## src/rtl/rb_fifo_ctrl_pkg.sv

```systemverilog
// Shared constants and pointer helper for the register-bank FIFO controller.
package rb_fifo_ctrl_pkg;

    localparam int DEF_WORD_WIDTH = 8;
    localparam int DEF_WORD_DEPTH = 18;
    localparam int DEF_ADDR_WIDTH = 5;

    // Modulo-depth increment; the depth need not be a power of two.
    function automatic int wrap_inc(input int ptr, input int depth);
        return (ptr == depth - 1) ? 0 : ptr + 1;
    endfunction

endpackage

```

## src/rtl/rb_fifo_ctrl_if.sv

```systemverilog
// Push port, pop port, RAM port and status signals of the FIFO controller.
// master = environment side (producer, consumer, RAM), slave = controller.
interface rb_fifo_ctrl_if
    import rb_fifo_ctrl_pkg::*;
#(
    parameter int WORD_WIDTH = DEF_WORD_WIDTH,
    parameter int ADDR_WIDTH = DEF_ADDR_WIDTH
);

    logic                  IN_VALID;
    logic                  IN_READY;
    logic [WORD_WIDTH-1:0] IN_DATA;
    logic                  OUT_VALID;
    logic                  OUT_READY;
    logic [WORD_WIDTH-1:0] OUT_DATA;
    logic                  RAM_WENn;
    logic [ADDR_WIDTH-1:0] RAM_A;
    logic [WORD_WIDTH-1:0] RAM_D;
    logic [WORD_WIDTH-1:0] RAM_Q;
    logic [ADDR_WIDTH-1:0] COUNT;
    logic                  FULL;
    logic                  EMPTY;

    modport master (
        output IN_VALID, IN_DATA, OUT_READY, RAM_Q,
        input  IN_READY, OUT_VALID, OUT_DATA, RAM_WENn, RAM_A, RAM_D,
               COUNT, FULL, EMPTY
    );

    modport slave (
        input  IN_VALID, IN_DATA, OUT_READY, RAM_Q,
        output IN_READY, OUT_VALID, OUT_DATA, RAM_WENn, RAM_A, RAM_D,
               COUNT, FULL, EMPTY
    );

endinterface

```

## src/rtl/rb_fifo_ctrl_ptr_wrap.sv

```systemverilog
// rb_ptr_wrap: modulo-DEPTH pointer register with an increment enable.
module rb_ptr_wrap
    import rb_fifo_ctrl_pkg::*;
#(
    parameter int DEPTH = DEF_WORD_DEPTH,
    parameter int WIDTH = DEF_ADDR_WIDTH
) (
    input  logic             CLK,
    input  logic             RESETn,
    input  logic             inc,
    output logic [WIDTH-1:0] ptr
);

    logic [WIDTH-1:0] ptr_nxt;

    // Next pointer value, wrapping from DEPTH-1 back to 0.
    always_comb begin
        ptr_nxt = WIDTH'(wrap_inc(int'(ptr), DEPTH));
    end

    // Pointer register, cleared by synchronous reset.
    always_ff @(posedge CLK) begin
        // NOTE: sequential state uses <= so every register samples pre-edge values.
        if (!RESETn) begin
            ptr <= '0;
        end else if (inc) begin
            ptr <= ptr_nxt;
        end
    end

endmodule

```

## src/rtl/rb_fifo_ctrl.sv

```systemverilog
// FIFO controller around a single-port register-bank RAM with registered
// read data. Reads take priority over writes; one output holding register
// hides the RAM read latency.
module rb_fifo_ctrl
    import rb_fifo_ctrl_pkg::*;
#(
    parameter int WORD_WIDTH = DEF_WORD_WIDTH,
    parameter int WORD_DEPTH = DEF_WORD_DEPTH,
    parameter int ADDR_WIDTH = DEF_ADDR_WIDTH
) (
    input logic           CLK,
    input logic           RESETn,
    rb_fifo_ctrl_if.slave bus
);

    localparam logic [ADDR_WIDTH-1:0] DEPTH_V = ADDR_WIDTH'(WORD_DEPTH);

    logic [ADDR_WIDTH-1:0] wptr;
    logic [ADDR_WIDTH-1:0] rptr;
    logic [ADDR_WIDTH-1:0] ram_cnt;
    logic [ADDR_WIDTH-1:0] ram_cnt_nxt;
    logic [ADDR_WIDTH-1:0] count;
    logic [ADDR_WIDTH-1:0] count_nxt;
    logic                  rd_inflight;
    logic                  out_valid;
    logic [WORD_WIDTH-1:0] out_data;
    logic                  full;
    logic                  empty;
    logic                  rd_go;
    logic                  wr_go;
    logic                  in_ready;
    logic                  pop;

    // Port arbitration: a read issues whenever the head slot can take it,
    // and a write only gets the port when no read is issuing.
    always_comb begin
        rd_go    = RESETn && (ram_cnt != '0) && !rd_inflight
                   && (!out_valid || bus.OUT_READY);
        in_ready = RESETn && !full && !rd_go;
        wr_go    = bus.IN_VALID && in_ready;
        pop      = out_valid && bus.OUT_READY;
    end

    // Occupancy arithmetic; wr_go and rd_go are mutually exclusive.
    always_comb begin
        // NOTE: defaults first so every path assigns every variable and no latch is inferred.
        ram_cnt_nxt = ram_cnt;
        count_nxt   = count;
        if (wr_go) begin
            ram_cnt_nxt = ram_cnt + 1'b1;
        end else if (rd_go) begin
            ram_cnt_nxt = ram_cnt - 1'b1;
        end
        if (wr_go && !pop) begin
            count_nxt = count + 1'b1;
        end else if (pop && !wr_go) begin
            count_nxt = count - 1'b1;
        end
    end

    // RAM port drive: write address on a grant, otherwise park on the read pointer.
    always_comb begin
        bus.RAM_WENn = 1'b1;
        bus.RAM_A    = '0;
        bus.RAM_D    = '0;
        if (wr_go) begin
            bus.RAM_WENn = 1'b0;
            bus.RAM_A    = wptr;
            bus.RAM_D    = bus.IN_DATA;
        end else if (RESETn) begin
            bus.RAM_A    = rptr;
        end
    end

    rb_ptr_wrap #(.DEPTH(WORD_DEPTH), .WIDTH(ADDR_WIDTH)) u_wptr (
        .CLK    (CLK),
        .RESETn (RESETn),
        .inc    (wr_go),
        .ptr    (wptr)
    );

    rb_ptr_wrap #(.DEPTH(WORD_DEPTH), .WIDTH(ADDR_WIDTH)) u_rptr (
        .CLK    (CLK),
        .RESETn (RESETn),
        .inc    (rd_go),
        .ptr    (rptr)
    );

    // Counters, read-in-flight flag, output holding register and status flags.
    always_ff @(posedge CLK) begin
        if (!RESETn) begin
            ram_cnt     <= '0;
            count       <= '0;
            rd_inflight <= 1'b0;
            out_valid   <= 1'b0;
            out_data    <= '0;
            full        <= 1'b0;
            empty       <= 1'b1;
        end else begin
            ram_cnt     <= ram_cnt_nxt;
            count       <= count_nxt;
            rd_inflight <= rd_go;
            if (rd_inflight) begin
                out_valid <= 1'b1;
                out_data  <= bus.RAM_Q;
            end else if (pop) begin
                out_valid <= 1'b0;
            end
            full  <= (ram_cnt_nxt == DEPTH_V);
            empty <= (count_nxt == '0);
        end
    end

    assign bus.IN_READY  = in_ready;
    assign bus.OUT_VALID = out_valid;
    assign bus.OUT_DATA  = out_data;
    assign bus.COUNT     = count;
    assign bus.FULL      = full;
    assign bus.EMPTY     = empty;

endmodule
```

## src/flat_wrapper.sv

```systemverilog
// flat-port wrapper written by rule: the top's interface ports become plain ports
module rb_fifo_ctrl_flat import rb_fifo_ctrl_pkg::*;
#(
    parameter int WORD_WIDTH = DEF_WORD_WIDTH,
    parameter int WORD_DEPTH = DEF_WORD_DEPTH,
    parameter int ADDR_WIDTH = DEF_ADDR_WIDTH
)
  (CLK, RESETn, bus_IN_VALID, bus_IN_DATA, bus_OUT_READY, bus_RAM_Q, bus_IN_READY, bus_OUT_VALID, bus_OUT_DATA, bus_RAM_WENn, bus_RAM_A, bus_RAM_D, bus_COUNT, bus_FULL, bus_EMPTY);
  rb_fifo_ctrl_if #(.WORD_WIDTH(WORD_WIDTH), .ADDR_WIDTH(ADDR_WIDTH)) bus_i ();
  input logic CLK;
  input logic RESETn;
  input wire logic [$bits(bus_i.IN_VALID)-1:0] bus_IN_VALID;
  input wire logic [$bits(bus_i.IN_DATA)-1:0] bus_IN_DATA;
  input wire logic [$bits(bus_i.OUT_READY)-1:0] bus_OUT_READY;
  input wire logic [$bits(bus_i.RAM_Q)-1:0] bus_RAM_Q;
  output wire logic [$bits(bus_i.IN_READY)-1:0] bus_IN_READY;
  output wire logic [$bits(bus_i.OUT_VALID)-1:0] bus_OUT_VALID;
  output wire logic [$bits(bus_i.OUT_DATA)-1:0] bus_OUT_DATA;
  output wire logic [$bits(bus_i.RAM_WENn)-1:0] bus_RAM_WENn;
  output wire logic [$bits(bus_i.RAM_A)-1:0] bus_RAM_A;
  output wire logic [$bits(bus_i.RAM_D)-1:0] bus_RAM_D;
  output wire logic [$bits(bus_i.COUNT)-1:0] bus_COUNT;
  output wire logic [$bits(bus_i.FULL)-1:0] bus_FULL;
  output wire logic [$bits(bus_i.EMPTY)-1:0] bus_EMPTY;
  assign bus_i.IN_VALID = bus_IN_VALID;
  assign bus_i.IN_DATA = bus_IN_DATA;
  assign bus_i.OUT_READY = bus_OUT_READY;
  assign bus_i.RAM_Q = bus_RAM_Q;
  assign bus_IN_READY = bus_i.IN_READY;
  assign bus_OUT_VALID = bus_i.OUT_VALID;
  assign bus_OUT_DATA = bus_i.OUT_DATA;
  assign bus_RAM_WENn = bus_i.RAM_WENn;
  assign bus_RAM_A = bus_i.RAM_A;
  assign bus_RAM_D = bus_i.RAM_D;
  assign bus_COUNT = bus_i.COUNT;
  assign bus_FULL = bus_i.FULL;
  assign bus_EMPTY = bus_i.EMPTY;
  rb_fifo_ctrl #(.WORD_WIDTH(WORD_WIDTH), .WORD_DEPTH(WORD_DEPTH), .ADDR_WIDTH(ADDR_WIDTH)) u_core (.CLK(CLK), .RESETn(RESETn), .bus(bus_i));
endmodule
```

## config.mk

```make
export PLATFORM = sky130hd
export DESIGN_NAME = rb_fifo_ctrl_flat
export DESIGN_NICKNAME = d
export VERILOG_FILES = /design/src/rtl/rb_fifo_ctrl_pkg.sv /design/src/rtl/rb_fifo_ctrl_if.sv /design/src/rtl/rb_fifo_ctrl_ptr_wrap.sv /design/src/rtl/rb_fifo_ctrl.sv /design/src/flat_wrapper.sv
export SDC_FILE = /design/constraint.sdc
export NUM_CORES = 1
export LEC_CHECK = 0
export CAP_MARGIN = 20
export CORE_ASPECT_RATIO = 1.1
export CORE_MARGIN = 5
export CORE_UTILIZATION = 51
export DETAILED_ROUTE_END_ITERATION = 10
export GPL_TIMING_DRIVEN = 0
export PLACE_DENSITY_LB_ADDON = 0.1
export SLEW_MARGIN = 40
export SYNTH_ARGS = -nofsm -noshare
export SYNTH_HDL_FRONTEND = slang
export SYNTH_SLANG_ARGS = --single-unit
```

## constraint.sdc

```tcl
create_clock -name CLK -period 6.05 [get_ports CLK]
set_input_delay 1.5125 -clock CLK [delete_from_list [all_inputs] [get_ports CLK]]
set_output_delay 1.5125 -clock CLK [all_outputs]
set_load 0.02 [all_outputs]
```

==> metrics.md <==
| Metric | Value |
|---|---|
| Critical register-to-register path endpoint | u_core.bus.COUNT[1]$_SDFF_PN0_ |
| Share of the cycle needed by the critical path after routing | 0.952 |
| GRT Overall Usage | 0.196 |
| Worst-case register-to-register setup slack | 3570 ps |
| Number of design rule violations left after detail routing | 0 |
| Kind of path behind the tightest hold check | reg -> reg |
| Required time reported for the critical path endpoint | 4540 ps |
| Net switching power | 0.332 mW |
| Number of CTS-inserted buffers | 5 |
| Standby leakage power | 0.947 nW |
| Synth cell types | 43 |
| Share of post-route cells with drive strength above 1 | 0.0731 |
| Power per Cell Area | 348 mW/mm² |
| Quantity of gates resized following cts | 0 |
| DR vias | 1646 |
| Sequential share of the synthesized area | 0.360 |
| First-pass GRT wire length | 7.37 mm |
| Crit path launch type | input pin |
| Hold depth | 2 |
| Routed Wire Length | 4.09 mm |
| Tightest Pin Transition | 465 ps |
| Number of warning messages in the yosys log | 0 |
| Max Fanout on Critical Path | 10 |
| Area of all placed cells without fillers | 0.00240 mm² |
| Launch point of the worst reg-to-reg path | u_core.ram_cnt[0]$_SDFF_PN0_ |
| Combined area of the multi-input logic cells | 0.00107 mm² |
| Root buffer cell | sky130_fd_sc_hd__clkbuf_4 |
| Maximum clock frequency | 174 MHz |
| Total internal power | 0.504 mW |
| Max-slew violation total from the final report | 0 |
| Synthesized netlist cell count | 202 |
| CTS sink count | 32 |
| Die Footprint | 0.00477 mm² |
| Smallest setup slack after layout | 289 ps |
| CTS clock-pin slew for the worst setup and hold paths | 100 ps |
| Buffers inserted by post-CTS timing repair | 0 |
| Maximum buffer depth of the clock tree | 2 |
| TritonCTS clock tree | yes |
| Area growth from synthesis to layout | 35.0% |
| DR iter-0 viols | 106 |
| Number of synthesized register bits | 32 |
| Unrepaired setup endpoints after global routing | no |
| Final number of setup-violating endpoints | 0 |
| Post-detailed-route count of antenna-violating nets | 0 |
| Placed Cells | 300 |
| Setup Skew | 11.4 ps |
| Hold-fix buffers at CTS | 0 |
| Hold violation total from the final report | 0 |
| Outcome | finished, final reports clean |
| Total nets after synthesis | 231 |
| Final-layout fill cell count | 287 |
| Max Cap Viol | 0 |
| Worst Setup Path Type | in -> out |
| Pin count of the biggest net entering global routing | 11 |
| Count of standard-cell rows | 22 |
| Number of inserted diodes | 0 |
| Net Sw Frac | 0.397 |
| Total grt overflow | 0 |
| Die height | 71.9 µm |
| Worst setup path endpoint | bus_RAM_A[4] |
| Final sum of negative setup slack | 0 ps |
| Post-Place Setup Slack | 324 ps |
| Via count normalized by instance count | 5.34 |
| Worst supply voltage drop on vdd | 0.205 mV |
| Clock share of power | 0.158 |
| Time the final worst path needs with I/O delays and setup | 5760 ps |
| Netlist area before placement | 0.00178 mm² |
| Register share of total power | 0.360 |
| Number of global-route vias before repair | 1596 |
| H-Tree Depth | 2 |
| Horizontal extent of the die | 66.3 µm |
| Placeable core area | 0.00336 mm² |
| Nets | 288 |
| Number of optimization iterations in the first detailed-route pass | 4 |
| EDFF count, synth | 0 |
| Sum of net half-perimeters after detailed placement | 3.05 mm |
| Avg WL per Cell | 13.3 µm |
| Total chip power | 0.836 mW |
| Arr. time, crit path | 4250 ps |
| Syn Area/Cell | 8.80 µm² |
| Share of flip-flops with an asynchronous set or reset | 0 |
| R2R depth | 9 |
| Clock latency of the later-clocked register in the worst-skew pair | 340 ps |
| Total placed instance area | 0.00234 mm² |
| Starting density of the core | 0.529 |
| Dominant synthesized flop cell | sky130_fd_sc_hd__dfxtp_1 |
| Count of input and output buffers | 50 |
| Max_slew headroom | 0.686 |
| Number of antenna violations at the first check in global routing | 0 |
| Critical Path Start | RESETn |
| Routability congestion estimate from global placement | 0.812 |
| Combinational Power Share | 0.482 |
| Sequential Area | 641 µm² |
| I/O pin total | 51 |
| Number of standard cells in the layout, taps in and fillers out | 308 |
| Capturing element type of the critical path | output pin |
==> layout make-up <==
type | instances | share of cell area
Inverter | 10 | 0.0167
Timing Repair Buffer | 50 | 0.209
Buffer | 7 | 0.0120
Clock inverter | 2 | 0.00417
Tap cell | 48 | 0.0250
Clock buffer | 6 | 0.0214
Sequential cell | 32 | 0.267
Multi-Input combinational cell | 153 | 0.445
==> synth_stat cells, types with 2 or more instances <==
library cell / number / area [µm²]
sky130_fd_sc_hd__nor2_1: 9 / 33.8
sky130_fd_sc_hd__a21boi_0: 3 / 22.5
sky130_fd_sc_hd__dfxtp_1: 32 / 641
sky130_fd_sc_hd__inv_1: 8 / 30.0
sky130_fd_sc_hd__nor4_1: 3 / 18.8
sky130_fd_sc_hd__and3_1: 2 / 12.5
sky130_fd_sc_hd__mux2i_1: 9 / 90.1
sky130_fd_sc_hd__nand3b_1: 2 / 15.0
sky130_fd_sc_hd__nand3_1: 11 / 55.1
sky130_fd_sc_hd__buf_2: 2 / 10.0
sky130_fd_sc_hd__nand2_1: 19 / 71.3
sky130_fd_sc_hd__nor2b_1: 12 / 75.1
sky130_fd_sc_hd__nand2b_1: 3 / 18.8
sky130_fd_sc_hd__ha_1: 9 / 113
sky130_fd_sc_hd__clkbuf_1: 5 / 18.8
sky130_fd_sc_hd__a21oi_1: 7 / 35.0
sky130_fd_sc_hd__o211a_1: 2 / 20.0
sky130_fd_sc_hd__nand4_1: 6 / 37.5
sky130_fd_sc_hd__xnor2_1: 7 / 61.3
sky130_fd_sc_hd__xor2_1: 6 / 52.6
sky130_fd_sc_hd__and2_1: 16 / 100
sky130_fd_sc_hd__nor3_1: 4 / 20.0
sky130_fd_sc_hd__o21ai_0: 5 / 25.0
==> cells in the final DEF, fill, tap and decap left out, types with 5 or more instances in the layout <==
master,synthesis,routed
sky130_fd_sc_hd__clkbuf_1,5,5
sky130_fd_sc_hd__nand4_1,6,6
sky130_fd_sc_hd__and2_1,16,16
sky130_fd_sc_hd__mux2i_1,9,9
sky130_fd_sc_hd__xnor2_1,7,7
sky130_fd_sc_hd__a21oi_1,7,7
sky130_fd_sc_hd__clkdlybuf4s50_1,0,50
sky130_fd_sc_hd__nand2_1,19,19
sky130_fd_sc_hd__nand3_1,11,11
sky130_fd_sc_hd__nor2b_1,12,12
sky130_fd_sc_hd__o21ai_0,5,5
sky130_fd_sc_hd__clkbuf_4,0,5
sky130_fd_sc_hd__inv_1,8,8
sky130_fd_sc_hd__nor2_1,9,9
sky130_fd_sc_hd__dfxtp_1,32,32
sky130_fd_sc_hd__xor2_1,6,6
sky130_fd_sc_hd__ha_1,9,9
==> power groups by stage <==
stage | clock network, mW | registers, mW | logic, mW
3_5_place_dp | 0 | 0.305 | 0.405
2_1_floorplan | 0 | 0.321 | 0.257
4_1_cts | 0.137 | 0.300 | 0.407
6_report | 0.132 | 0.301 | 0.403
5_1_grt | 0.146 | 0.310 | 0.450
3_3_place_gp | 0 | 0.304 | 0.395
==> per-stage QoR <==
step / utilization / hold WS [ps]
3_3_place_gp: 0.696 / 495
5_1_grt: 0.715 / 580
6_report: 0.715 / 523
3_5_place_dp: 0.696 / 505
2_1_floorplan: - / 492
4_1_cts: 0.715 / 530
==> metal layers <==
layer | up-vias | track usage | part of all wire | wire length [µm]
met5 | - | 0 | 0 | 0
met2 | 63 | 0.304 | 0.46 | 1890
li1 | 815 | - | - | -
met1 | 759 | 0.246 | 0.44 | 1790
met3 | 9 | 0.0650 | 0.081 | 333
met4 | 0 | 0.0858 | 0.020 | 80
==> worst max-delay path: stages <==
cell and delay (ps):
sky130_fd_sc_hd__clkdlybuf4s50_1 640, sky130_fd_sc_hd__nor2b_1 450, sky130_fd_sc_hd__a31oi_4 260, sky130_fd_sc_hd__inv_4 180, sky130_fd_sc_hd__clkbuf_1 370, sky130_fd_sc_hd__nand3_1 140, sky130_fd_sc_hd__nand2_1 90, sky130_fd_sc_hd__clkdlybuf4s50_1 610
==> flip-flops by register name, summed over array words and instances (netlist names) <==
name and flops:
u_core.u_rptr.ptr 5, u_core.ram_cnt 5, u_core.bus.OUT_DATA 8, u_core.bus.EMPTY 1, u_core.bus.COUNT 5, u_core.bus.OUT_VALID 1, u_core.bus.FULL 1, u_core.rd_inflight 1
u_core.u_wptr.ptr 5
==> how the worst min path moves through the flow <==
stage,start,slack (ps),endpoint
CTS,u_core.bus.OUT_DATA[1]$_SDFFE_PN0P_,530,u_core.bus.OUT_DATA[1]$_SDFFE_PN0P_
global route,u_core.bus.OUT_DATA[6]$_SDFFE_PN0P_,580,u_core.bus.OUT_DATA[6]$_SDFFE_PN0P_
floorplan,u_core.u_rptr.ptr[4]$_SDFFE_PN0N_,490,u_core.u_rptr.ptr[4]$_SDFFE_PN0N_
finish,u_core.bus.OUT_DATA[5]$_SDFFE_PN0P_,520,u_core.bus.OUT_DATA[5]$_SDFFE_PN0P_
global placement,u_core.bus.OUT_DATA[6]$_SDFFE_PN0P_,500,u_core.bus.OUT_DATA[6]$_SDFFE_PN0P_
detailed placement,u_core.bus.OUT_DATA[4]$_SDFFE_PN0P_,510,u_core.bus.OUT_DATA[4]$_SDFFE_PN0P_
==> cells by family (layout without fill, tap and decap cells) <==
kind of cell             count (synthesis)  in the layout  synth area share
buffers and inverters                   17             75            0.0387
XOR/XNOR                                14             14            0.0732
flip-flops                              32             32             0.360
AO/OA/AOI/OAI                           27             27             0.114
adder cells (fa/ha/maj)                  9              9            0.0633
AND/OR/NAND/NOR                         93             93             0.293
multiplexers                            10             10            0.0570
(Power assumes the default switching activity.)
